### config.mk
export PLATFORM = sky130hd
export DESIGN_NAME = tdm_demux_1x8
export DESIGN_NICKNAME = d
export VERILOG_FILES = /design/src/rtl/tdm_demux_1x8.sv
export SDC_FILE = /design/constraint.sdc
export NUM_CORES = 1
export LEC_CHECK = 0
export CORE_ASPECT_RATIO = 1.1
export CORE_UTILIZATION = 40
export CTS_CLUSTER_SIZE = 8
export DETAILED_ROUTE_END_ITERATION = 6
export SYNTH_ARGS = -nofsm -noshare
export SYNTH_HDL_FRONTEND = slang
export SYNTH_SLANG_ARGS = --single-unit
### constraint.sdc
create_clock -name clk -period 3 [get_ports clk]
set_input_delay 0.6 -clock clk [delete_from_list [all_inputs] [get_ports clk]]
set_output_delay 0.6 -clock clk [all_outputs]
set_load 0.005 [all_outputs]
### src/rtl/tdm_demux_1x8.sv
// Receive-side 8-channel TDM demultiplexer.
// Hunts for frame_sync, confirms alignment over LOCK_FRAMES frames, then
// flywheels through up to LOSS_FRAMES-1 consecutive sync errors while
// de-serialising each 8-beat frame into a parallel word.
module tdm_demux_1x8 #(
  parameter int unsigned LOCK_FRAMES = 2,
  parameter int unsigned LOSS_FRAMES = 2
) (
  input  logic       clk,
  input  logic       rst,
  input  logic       din,
  input  logic       din_valid,
  input  logic       frame_sync,
  output logic [7:0] dout,
  output logic       dout_valid,
  output logic [2:0] slot,
  output logic       locked,
  output logic       sync_err
);

  typedef enum logic [1:0] {
    ST_HUNT,
    ST_CHECK,
    ST_LOCKED
  } state_t;

  localparam logic [3:0] LOCK_N = 4'(LOCK_FRAMES);
  localparam logic [3:0] LOSS_N = 4'(LOSS_FRAMES);

  // State after a beat that opens a new alignment attempt.
  localparam state_t START_STATE = (LOCK_FRAMES == 1) ? ST_LOCKED : ST_CHECK;

  state_t     state_q, state_d;
  logic [2:0] slot_q, slot_d;
  logic [3:0] good_q, good_d;
  logic [3:0] bad_q, bad_d;
  logic [6:0] shadow_q, shadow_d;
  logic [7:0] dout_q, dout_d;
  logic       dout_valid_q, dout_valid_d;
  logic       sync_err_q, sync_err_d;

  // Per-beat actions decided by the state, applied in one place below.
  logic do_start;   // beat becomes slot 0 of a fresh alignment (good=1)
  logic do_hunt;    // drop back to HUNT with counters cleared
  logic do_store;   // store din at current slot and advance the slot counter
  logic do_emit;    // slot-7 beat completes a frame to be presented on dout
  logic at_zero;
  logic sync_error;
  logic [3:0] good_inc;
  logic [3:0] bad_inc;

  assign at_zero    = (slot_q == 3'd0);
  // Error while locked: missing sync at slot 0, or sync at any other slot.
  assign sync_error = at_zero ^ frame_sync;
  assign good_inc   = good_q + 4'd1;
  assign bad_inc    = bad_q + 4'd1;

  // Action decode: which of start/hunt/store/emit this beat triggers.
  always_comb begin
    do_start   = 1'b0;
    do_hunt    = 1'b0;
    do_store   = 1'b0;
    do_emit    = 1'b0;
    sync_err_d = 1'b0;
    if (din_valid) begin
      unique case (state_q)
        ST_HUNT: begin
          do_start = frame_sync;
        end
        ST_CHECK: begin
          if (frame_sync && !at_zero) begin
            do_start = 1'b1;
          end else if (at_zero && !frame_sync) begin
            do_hunt = 1'b1;
          end else begin
            do_store = 1'b1;
          end
        end
        ST_LOCKED: begin
          sync_err_d = sync_error;
          if (sync_error && (bad_inc >= LOSS_N)) begin
            // Lock lost: the offending beat is re-judged as if in HUNT.
            do_start = frame_sync;
            do_hunt  = !frame_sync;
          end else begin
            do_store = 1'b1;
            do_emit  = (slot_q == 3'd7);
          end
        end
        default: begin
          do_hunt = 1'b1;
        end
      endcase
    end
  end

  // Next-state, counters, shadow register and output word.
  always_comb begin
    state_d      = state_q;
    slot_d       = slot_q;
    good_d       = good_q;
    bad_d        = bad_q;
    shadow_d     = shadow_q;
    dout_d       = dout_q;
    dout_valid_d = 1'b0;

    if (do_start) begin
      shadow_d[0] = din;
      slot_d      = 3'd1;
      good_d      = 4'd1;
      bad_d       = '0;
      state_d     = START_STATE;
    end else if (do_hunt) begin
      slot_d  = '0;
      good_d  = '0;
      bad_d   = '0;
      state_d = ST_HUNT;
    end else if (do_store) begin
      for (int unsigned i = 0; i < 7; i++) begin
        if (slot_q == 3'(i)) begin
          shadow_d[i] = din;
        end
      end
      slot_d = slot_q + 3'd1;

      if (state_q == ST_CHECK && at_zero) begin
        // Only reached with frame_sync present at slot 0.
        good_d = good_inc;
        if (good_inc >= LOCK_N) begin
          state_d = ST_LOCKED;
          bad_d   = '0;
        end
      end

      if (state_q == ST_LOCKED) begin
        if (sync_error) begin
          bad_d = bad_inc;
        end else if (at_zero) begin
          bad_d = '0;
        end
      end
    end

    if (do_emit) begin
      dout_d       = {din, shadow_q};
      dout_valid_d = 1'b1;
    end
  end

  // State and datapath registers with asynchronous reset.
  always_ff @(posedge clk or posedge rst) begin
    if (rst) begin
      state_q      <= ST_HUNT;
      slot_q       <= '0;
      good_q       <= '0;
      bad_q        <= '0;
      shadow_q     <= '0;
      dout_q       <= '0;
      dout_valid_q <= 1'b0;
      sync_err_q   <= 1'b0;
    end else begin
      state_q      <= state_d;
      slot_q       <= slot_d;
      good_q       <= good_d;
      bad_q        <= bad_d;
      shadow_q     <= shadow_d;
      dout_q       <= dout_d;
      dout_valid_q <= dout_valid_d;
      sync_err_q   <= sync_err_d;
    end
  end

  assign dout       = dout_q;
  assign dout_valid = dout_valid_q;
  assign slot       = slot_q;
  assign locked     = (state_q == ST_LOCKED);
  assign sync_err   = sync_err_q;

endmodule
# Yosys cells after proc, flatten, opt, wreduce, memory -nomap -nowiden
# Cells that the tools add are included.
dict set report classes {
  mux 44
  n_eq_ne 10
  n_addsub 3
  n_bitwise 3
  magnitude_cmp 2
  reduce_logical 22
}
# op n
set ops {}
lappend ops {{$mux W4} 12}
lappend ops {{$reduce_and A4 Y1} 6}
lappend ops {{$mux W1} 21}
lappend ops {{$eq A3 B3 Y1 const B} 4}
lappend ops {{$mux W2} 5}
lappend ops {{$mux W3} 3}
lappend ops {{$reduce_bool A3 Y1} 3}
lappend ops {{$add A4 B1 Y4 const B} 2}
lappend ops {{$ge A4 B2 Y1 const B} 2}
lappend ops {{$eq A3 B2 Y1 const B} 2}
lappend ops {{$pmux W1 S3} 2}
lappend ops {{$reduce_and A3 Y1} 2}
lappend ops {{$logic_and A1 B1 Y1} 4}
lappend ops {{$reduce_bool A2 Y1} 2}
lappend ops {{$add A3 B1 Y3 const B} 1}
lappend ops {{$eq A3 B1 Y1 const B} 1}
lappend ops {{$logic_not A3 Y1} 1}
lappend ops {{$eq A2 B1 Y1 const B} 1}
lappend ops {{$eq A2 B2 Y1 const B} 1}
lappend ops {{$logic_not A1 Y1} 2}
lappend ops {{$logic_not A2 Y1} 1}
lappend ops {{$ne A2 B2 Y1 const B} 1}
lappend ops {{$not A1 Y1} 2}
lappend ops {{$pmux W1 S2} 1}
lappend ops {{other kinds (2)} 2}
dict set report word_totals {
  wordCells 98
  regBits 30
  output_inout_bits 14
  inputBits 5
}

# Depth between registers and ports, before layout
dict set report logic_depth {
  word_depth 10
  ltp_mapped 11
  mapped_depth_nobuf 10
}

# Worst setup path before layout
# OpenSTA, ideal clock, no wires.
dict set report synth_timing {
  kind {reg-to-reg}
  from {reg slot_q[0] (netlist: slot[0])}
  to {reg shadow_q[4]}
  setup_ps 127
  n_path_buf 1
  synth_period_minus_slack_ps 2431
  setup_slack_ps 569
  t_arrival_ps 2303
  required_time_ps 2873
  path_stages_with_launch 11
  cell_sequence {dfrtp_1 > inv_1 > ha_1 > nand2b_1 > inv_1 > ha_1 > buf_2 > o21ai_0 > o22ai_4 > nand4_1 > mux2_1}
}
dict set report synth_between {
  elab_chain_cells 8
  word_cells_on_any_way 24
  classes_between {eq/ne: 1; mux: 14; bitwise: 3; reduce/logical: 6}
}
# element line
set synth_lines {}
lappend synth_lines {{start: declaration} 34} ;# logic [2:0] slot_q, slot_d;
lappend synth_lines {{start signal: assignment} 163} ;# slot_q <= slot_d;
lappend synth_lines {{$logic_not A3 Y1} 52} ;# assign at_zero = (slot_q == 3'd0);
lappend synth_lines {{$xor A1 B1 Y1 (tied with other cells)} 54} ;# assign sync_error = at_zero ^ frame_sync;
lappend synth_lines {{$logic_and A1 B1 Y1 (tied with other cells)} 81} ;# if (sync_error && (bad_inc >= LOSS_N)) begin
lappend synth_lines {{$mux W1 (on tied branches)} {81, 71}}
lappend synth_lines {{$pmux W1 S3} 66} ;# unique case (state_q)
lappend synth_lines {{$mux W1} 65} ;# if (din_valid) begin
lappend synth_lines {{$not A1 Y1 (no source line)} -}
lappend synth_lines {{$reduce_and A4 Y1 (no source line) *} -}
lappend synth_lines {{end signal: assignment} 166} ;# shadow_q <= shadow_d;
lappend synth_lines {{end: declaration} 37} ;# logic [6:0] shadow_q, shadow_d;
# Mark *: on every way between the ends. The rest lies on a longest branch, timed or not.
# A chain may end at the register's enable or synchronous reset.

# Worst setup path in the final report
dict set report layout_timing {
  from {reg slot_q[0] (netlist: slot[0])}
  to {reg bad_q[0]}
}
dict set report layout_between {
  elab_chain_cells 9
  word_cells_on_any_way 29
  classes_between {mux: 21; bitwise: 1; reduce/logical: 7}
}
# element line
set layout_lines {}
lappend layout_lines {{$logic_not A3 Y1 *} 52}
lappend layout_lines {{$logic_and A1 B1 Y1} 126} ;# if (state_q == ST_CHECK && at_zero) begin
lappend layout_lines {{$mux W4} 126}
lappend layout_lines {{$mux W4} 138} ;# end else if (at_zero) begin
lappend layout_lines {{$mux W4} 136} ;# if (sync_error) begin
lappend layout_lines {{$mux W4} 135} ;# if (state_q == ST_LOCKED) begin
lappend layout_lines {{$mux W4} 118} ;# end else if (do_store) begin
lappend layout_lines {{$mux W4} 113} ;# end else if (do_hunt) begin
lappend layout_lines {{$mux W4} 107} ;# if (do_start) begin
lappend layout_lines {{end signal: assignment} 156} ;# bad_q <= '0;
lappend layout_lines {{end signal: assignment} 165} ;# bad_q <= bad_d;
lappend layout_lines {{end: declaration} 36} ;# logic [3:0] bad_q, bad_d;
# Mark *: on every way between the ends. The rest lies on a longest branch, timed or not. The select of a mux whose other input is x is not followed.

==> metrics.yaml <==
min_from: "shadow_q[0]$_DFFE_PP0P_"
busiest_layer: "met2"
cp-start-kind: "flop"
async_flop_share_pct: 100
diodes: 0
finalSetupTns_ns: 0
start_util_pct: 42.6
place_congestion: 0.895
timing.rr.start: "slot[0]$_DFFE_PP0P_"
crit_end: "bad_q[0]$_DFFE_PP0P_"
die_h_um: 70.7
grt_pass1_wl_um: 5840
status: "finished clean"
slowest_delay_ns: 0.47
row_count: 24
worst_ep_arrival_time_ns: 2.90
worst_slack_ns: 0.252
rsz0062_at_grt: "false"
synth_nets: 174
synth_top_area_share_pct: 43.8
cts_buffers: 5
pin_count: 19
met2_usage_pct: 29.8
cts_root_buf: "clkbuf_8"
reg2reg_to: "bad_q[0]$_DFFE_PP0P_"
syn_inst: 153
dieArea_mm2: 0.00455
yosysTopAreaCell: "dfrtp_1"
end_kind: "flop"
crit_family: "adder cells"
vias: 1251
area_growth_pct: 21.2
dp.final_hpwl_um: 2510
grt_pass1_vias: 1316
slew-limit-headroom_pct: 69.7
skew_ns: 0.00548
synth_adder_area_share_pct: 11.7
core_area_mm2: 0.00402
path_cells: "inv_1, ha_1, nand2b_1, inv_1, ha_1, nand2_1, nor3_1, a41oi_4, a31oi_2, o21ai_0"
ys.flop_type: "dfrtp_1"
dr.pass1.iters: 4
first_iter_violations: 46
drive_gt1_share_pct: 17.0
muxShareOfSynthArea_pct: 11.0
ys.warnings.count: 0
path_buf_inv: 2
timing.fmax_ghz: 0.364
r2r_cells: 10
clk_pin_slew_ns: 0.06
vias_per_cell: 5.35
avgSynthCellArea_um2: 11.2
grt_overflow_total: 0
r2r_slack_ns: 0.25
synth_seq_area_share_pct: 43.8
syn_area_mm2: 0.00171
place_worst_setup_slack_ns: 0.106
worst_pin_slew_ns: 0.451
track_usage_pct: 16.9
slowest_stage: "ha_1"
synth_commonest_cells: "dfrtp_1, ha_1, inv_1"
fin_total_pwr_w: 0.00142
final.min_clock_period_ns: 2.75
hold_ws_ns: 0.489
die_w_um: 64.4
grt_max_degree: 31
wire_per_inst_um: 14.2
drc: 0
synth_edf_count: 0
finalHoldViolCount: 0
synthSimpleGateAreaFrac_pct: 11.5
cts_tree: "yes"
cts_sinks: 30
synth_xor_xnor_area_share_pct: 1.53
cap_viol_max_count: 0
synth_top_family_by_area: "compound AO/OA/AOI/OAI gates"
n_fill_cell: 366
worstPathRequired_ns: 3.15
dpl_cell_area_mm2: 0.00199
worst-path-max-fanout: 9
clk_latency_ns: 0.28
peakVddDrop_mv: 0.361
cts_buffer_depth: 2
synth.top_cells.by_area: "dfrtp_1, ha_1, mux2_2"
timing.final.crit_share_pct: 91.6
synth-compound-area-share_pct: 16.8
report.final.slew_viol_count: 0
finalSetupViolCount: 0
antenna_found_initial: 0
finalInstanceArea_mm2: 0.00208
critPathKind: "reg2reg"
worst-path-stages: 10
p_leak_nw: 0.946
yosysMostFrequentCell: "dfrtp_1"
antenna_left: 0
critPathLaunch: "slot[0]$_DFFE_PP0P_"
htreeDepth: 2
grtUsageMet1_pct: 18.1
io_buffers: 18
wl_um: 3330
hp-class: "reg2reg"
ys_ff_latch: 30
synth.distinct_cells: 42
p_per_area_mw_per_mm2: 683
globalRouteMet3Util_pct: 4.68
nets: 202
==> kinds of logic after synthesis <==
family / after synthesis
AOI/OAI and AO/OA: 33
xor gates and xnor gates: 3
adders and majority gates: 16
buffers and inverters: 16
DFF: 30
muxes: 17
and+or+nand+nor: 38
==> where the power goes <==
group	switching, W	internal [W]
sequential	0.0000678	0.000479
clock	0.000149	0.000185
combinational	0.000304	0.000235
total	0.000520	0.000899
==> metal layers <==
layer / up-vias / part of all wire [%]
met1: 605 / 42
met2: 29 / 51
met3: 8 / 4.3
li1: 609 / -
met4: 0 / 2.2
met5: - / 0
==> metrics by stage <==
stage | instances | utilization (%)
after floorplan | 153 | -
after CTS | 234 | 51.6
after global routing | 234 | 51.6
after global placement | 226 | 49.4
final | 234 | 51.6
after detailed placement | 226 | 49.4
==> timing repair <==
| item | 4_1_cts | 5_1_grt |
|---|---|---|
| hold buffers | 0 | 0 |
| buffers inserted | 0 | 0 |
| gates resized for setup | 0 | 1 |
| setup endpoints to repair | 0 | 1 |
==> flip-flops by register name (all words and copies together), names as in the netlist <==
register	count
dout_valid	1
dout	8
good_q	4
state_q	2
slot	3
sync_err	1
bad_q	4
shadow_q	7
==> worst min path at each step <==
stage / endpoint / slack (ns) / cells past startpoint
after floorplan: shadow_q[0]$_DFFE_PP0P_ / 0.45 / 1
after global placement: shadow_q[1]$_DFFE_PP0P_ / 0.47 / 1
after detailed placement: shadow_q[3]$_DFFE_PP0P_ / 0.48 / 1
after CTS: shadow_q[0]$_DFFE_PP0P_ / 0.50 / 1
after global routing: shadow_q[5]$_DFFE_PP0P_ / 0.52 / 1
final: shadow_q[0]$_DFFE_PP0P_ / 0.49 / 1
==> area by class of cell <==
cell class	instances	area, um2	area share [%]
repair buffers	23	218	10.5
clock buffers	7	86.3	4.15
flip-flops and latches	30	751	36.1
clock inverters	1	5.00	0.241
multi-input cells	107	901	43.3
well taps	52	65.1	3.13
inverters	14	52.6	2.53
==> placed cells by master, fill, tap and decap left out, types with 2 or more instances in the layout <==
cell type,n
or3_1,2
inv_1,14
o21ai_1,2
nand2_1,9
ha_1,16
dfrtp_1,30
nand3_1,4
buf_4,5
a211oi_1,2
mux2_1,7
nor3_1,2
mux2i_1,2
nand4_1,7
a21oi_1,5
clkdlybuf4s50_1,18
nor3b_1,2
mux2_2,8
o21ai_0,7
o2111ai_2,2
xnor2_1,2
nor2_1,6
clkbuf_8,6
Power figures use the tool's default switching activity.
==> RTL edit, RTL diff (same settings) <==
Re-encode `state_t` (3 states) as one-hot, 3 bits wide.
--- a/src/rtl/tdm_demux_1x8.sv
+++ b/src/rtl/tdm_demux_1x8.sv
@@ -19,8 +19,8 @@
 );
 
-  typedef enum logic [1:0] {
-    ST_HUNT,
-    ST_CHECK,
-    ST_LOCKED
+  typedef enum logic [2:0] {
+    ST_HUNT   = 3'b001,
+    ST_CHECK  = 3'b010,
+    ST_LOCKED = 3'b100
   } state_t;
 
Check against the original RTL: same outputs for any inputs over 10 cycles, from zero or initial values and one cycle with rst high; not proved beyond that.
==> RTL edit against the original RTL <==
Synthesized area up 5.3%; sequential cell count up 1; power down 12%; routed wire length up 5.9%; core utilization down 1.8 points; final area up 3.5%; setup slack better by 0.029 ns; global-route usage about the same.
==> RTL edit: results (changes against the original RTL) <==
[synthesis]
ys_types=45  ; +7.1%
synthMuxAreaShare=0.1109  ; +0.0006611
synth_commonest_cells=dfrtp_1, inv_1, ha_1, nor2_1, nand2_1
synthAdderAreaFrac=0.08316  ; -0.03363
synth_xor_area_frac=0.02911  ; +0.01378
ys_seq_area_frac=0.4304  ; -0.007603

[place]
place.detailed.hpwl_um=2525  ; +0.39%
postPlaceCellArea_um2=2062  ; +3.8%

[grt]
grt.met3_usage=0.04717  ; +0.0003956
use_met2=0.2755  ; -0.02274
grt_pass1_wl_um=5968  ; +2.1%
met1_usage=0.2034  ; +0.02215
grt_max_degree=32  ; +3.2%
grt_usage=0.1691  ; +0.0003795

[setup_path]
worst_path_max_delay_cell=dfrtp_1
worst-endpoint-arrival_ns=2.89  ; about the same
regToRegEndpoint=shadow_q[4]$_DFFE_PP0P_
r2r_cells=11  ; +1
crit_fanout=7  ; -2
rrSetupSlack_ns=0.28  ; +0.03 ns
cp_top_family=simple AND/OR/NAND/NOR gates

[sta]
skew_ns=0.003662  ; -0.001822 ns

[route]
drt_iter0_drc=60  ; +30%
wl_met1_um=1578  ; +12%
routed-wl-met3_um=139  ; -2.1%
vias=1284  ; +2.6%
routedWlPerCell_um=14.57  ; +2.4%

[run_status]
status=completed

[power_and_ir_drop]
pwr-share-clk=0.260  ; +0.025
vdd_drop_max_v=0.0003156  ; -13%
p_switching_w=0.0004415  ; -15%
p_leak_nw=0.9532  ; +0.80%
pwr-share-seq=0.430  ; +0.044

[hold_path]
min_to=shadow_q[2]$_DFFE_PP0P_
min_from=shadow_q[2]$_DFFE_PP0P_

[cells_and_area]
nets=204  ; +0.99%
layout-drive-gt1-share=0.2128  ; +0.04244
fillerInstances=402  ; +9.8%

RTL edit: final cells by class:
type	count	area (um^2)	share of cell area
clock inverters	3	20.02	0.009308
inverters	15	56.30	0.02618
clock buffers	5	68.82	0.03200
flip-flops and latches	31	777.0	0.3613
multi-input cells	109	928.4	0.4316
well taps	54	67.56	0.03141
repair buffers	25	232.7	0.1082
RTL edit: per-stage QoR:
| step | worst slack, ns | std cells | hold slack, ns | power (W) |
|---|---|---|---|---|
| 3_5_place_dp | 0.07406 | 234 | 0.4816 | 0.0009273 |
| 3_3_place_gp | 0.1435 | 234 | 0.4657 | 0.0009169 |
| 5_1_grt | 0.1319 | 242 | 0.5080 | 0.001332 |
| 4_1_cts | 0.2678 | 242 | 0.4979 | 0.001260 |
| 2_1_floorplan | 0.5112 | 162 | 0.4522 | 0.0008219 |
| 6_report | 0.2810 | 242 | 0.4903 | 0.001244 |
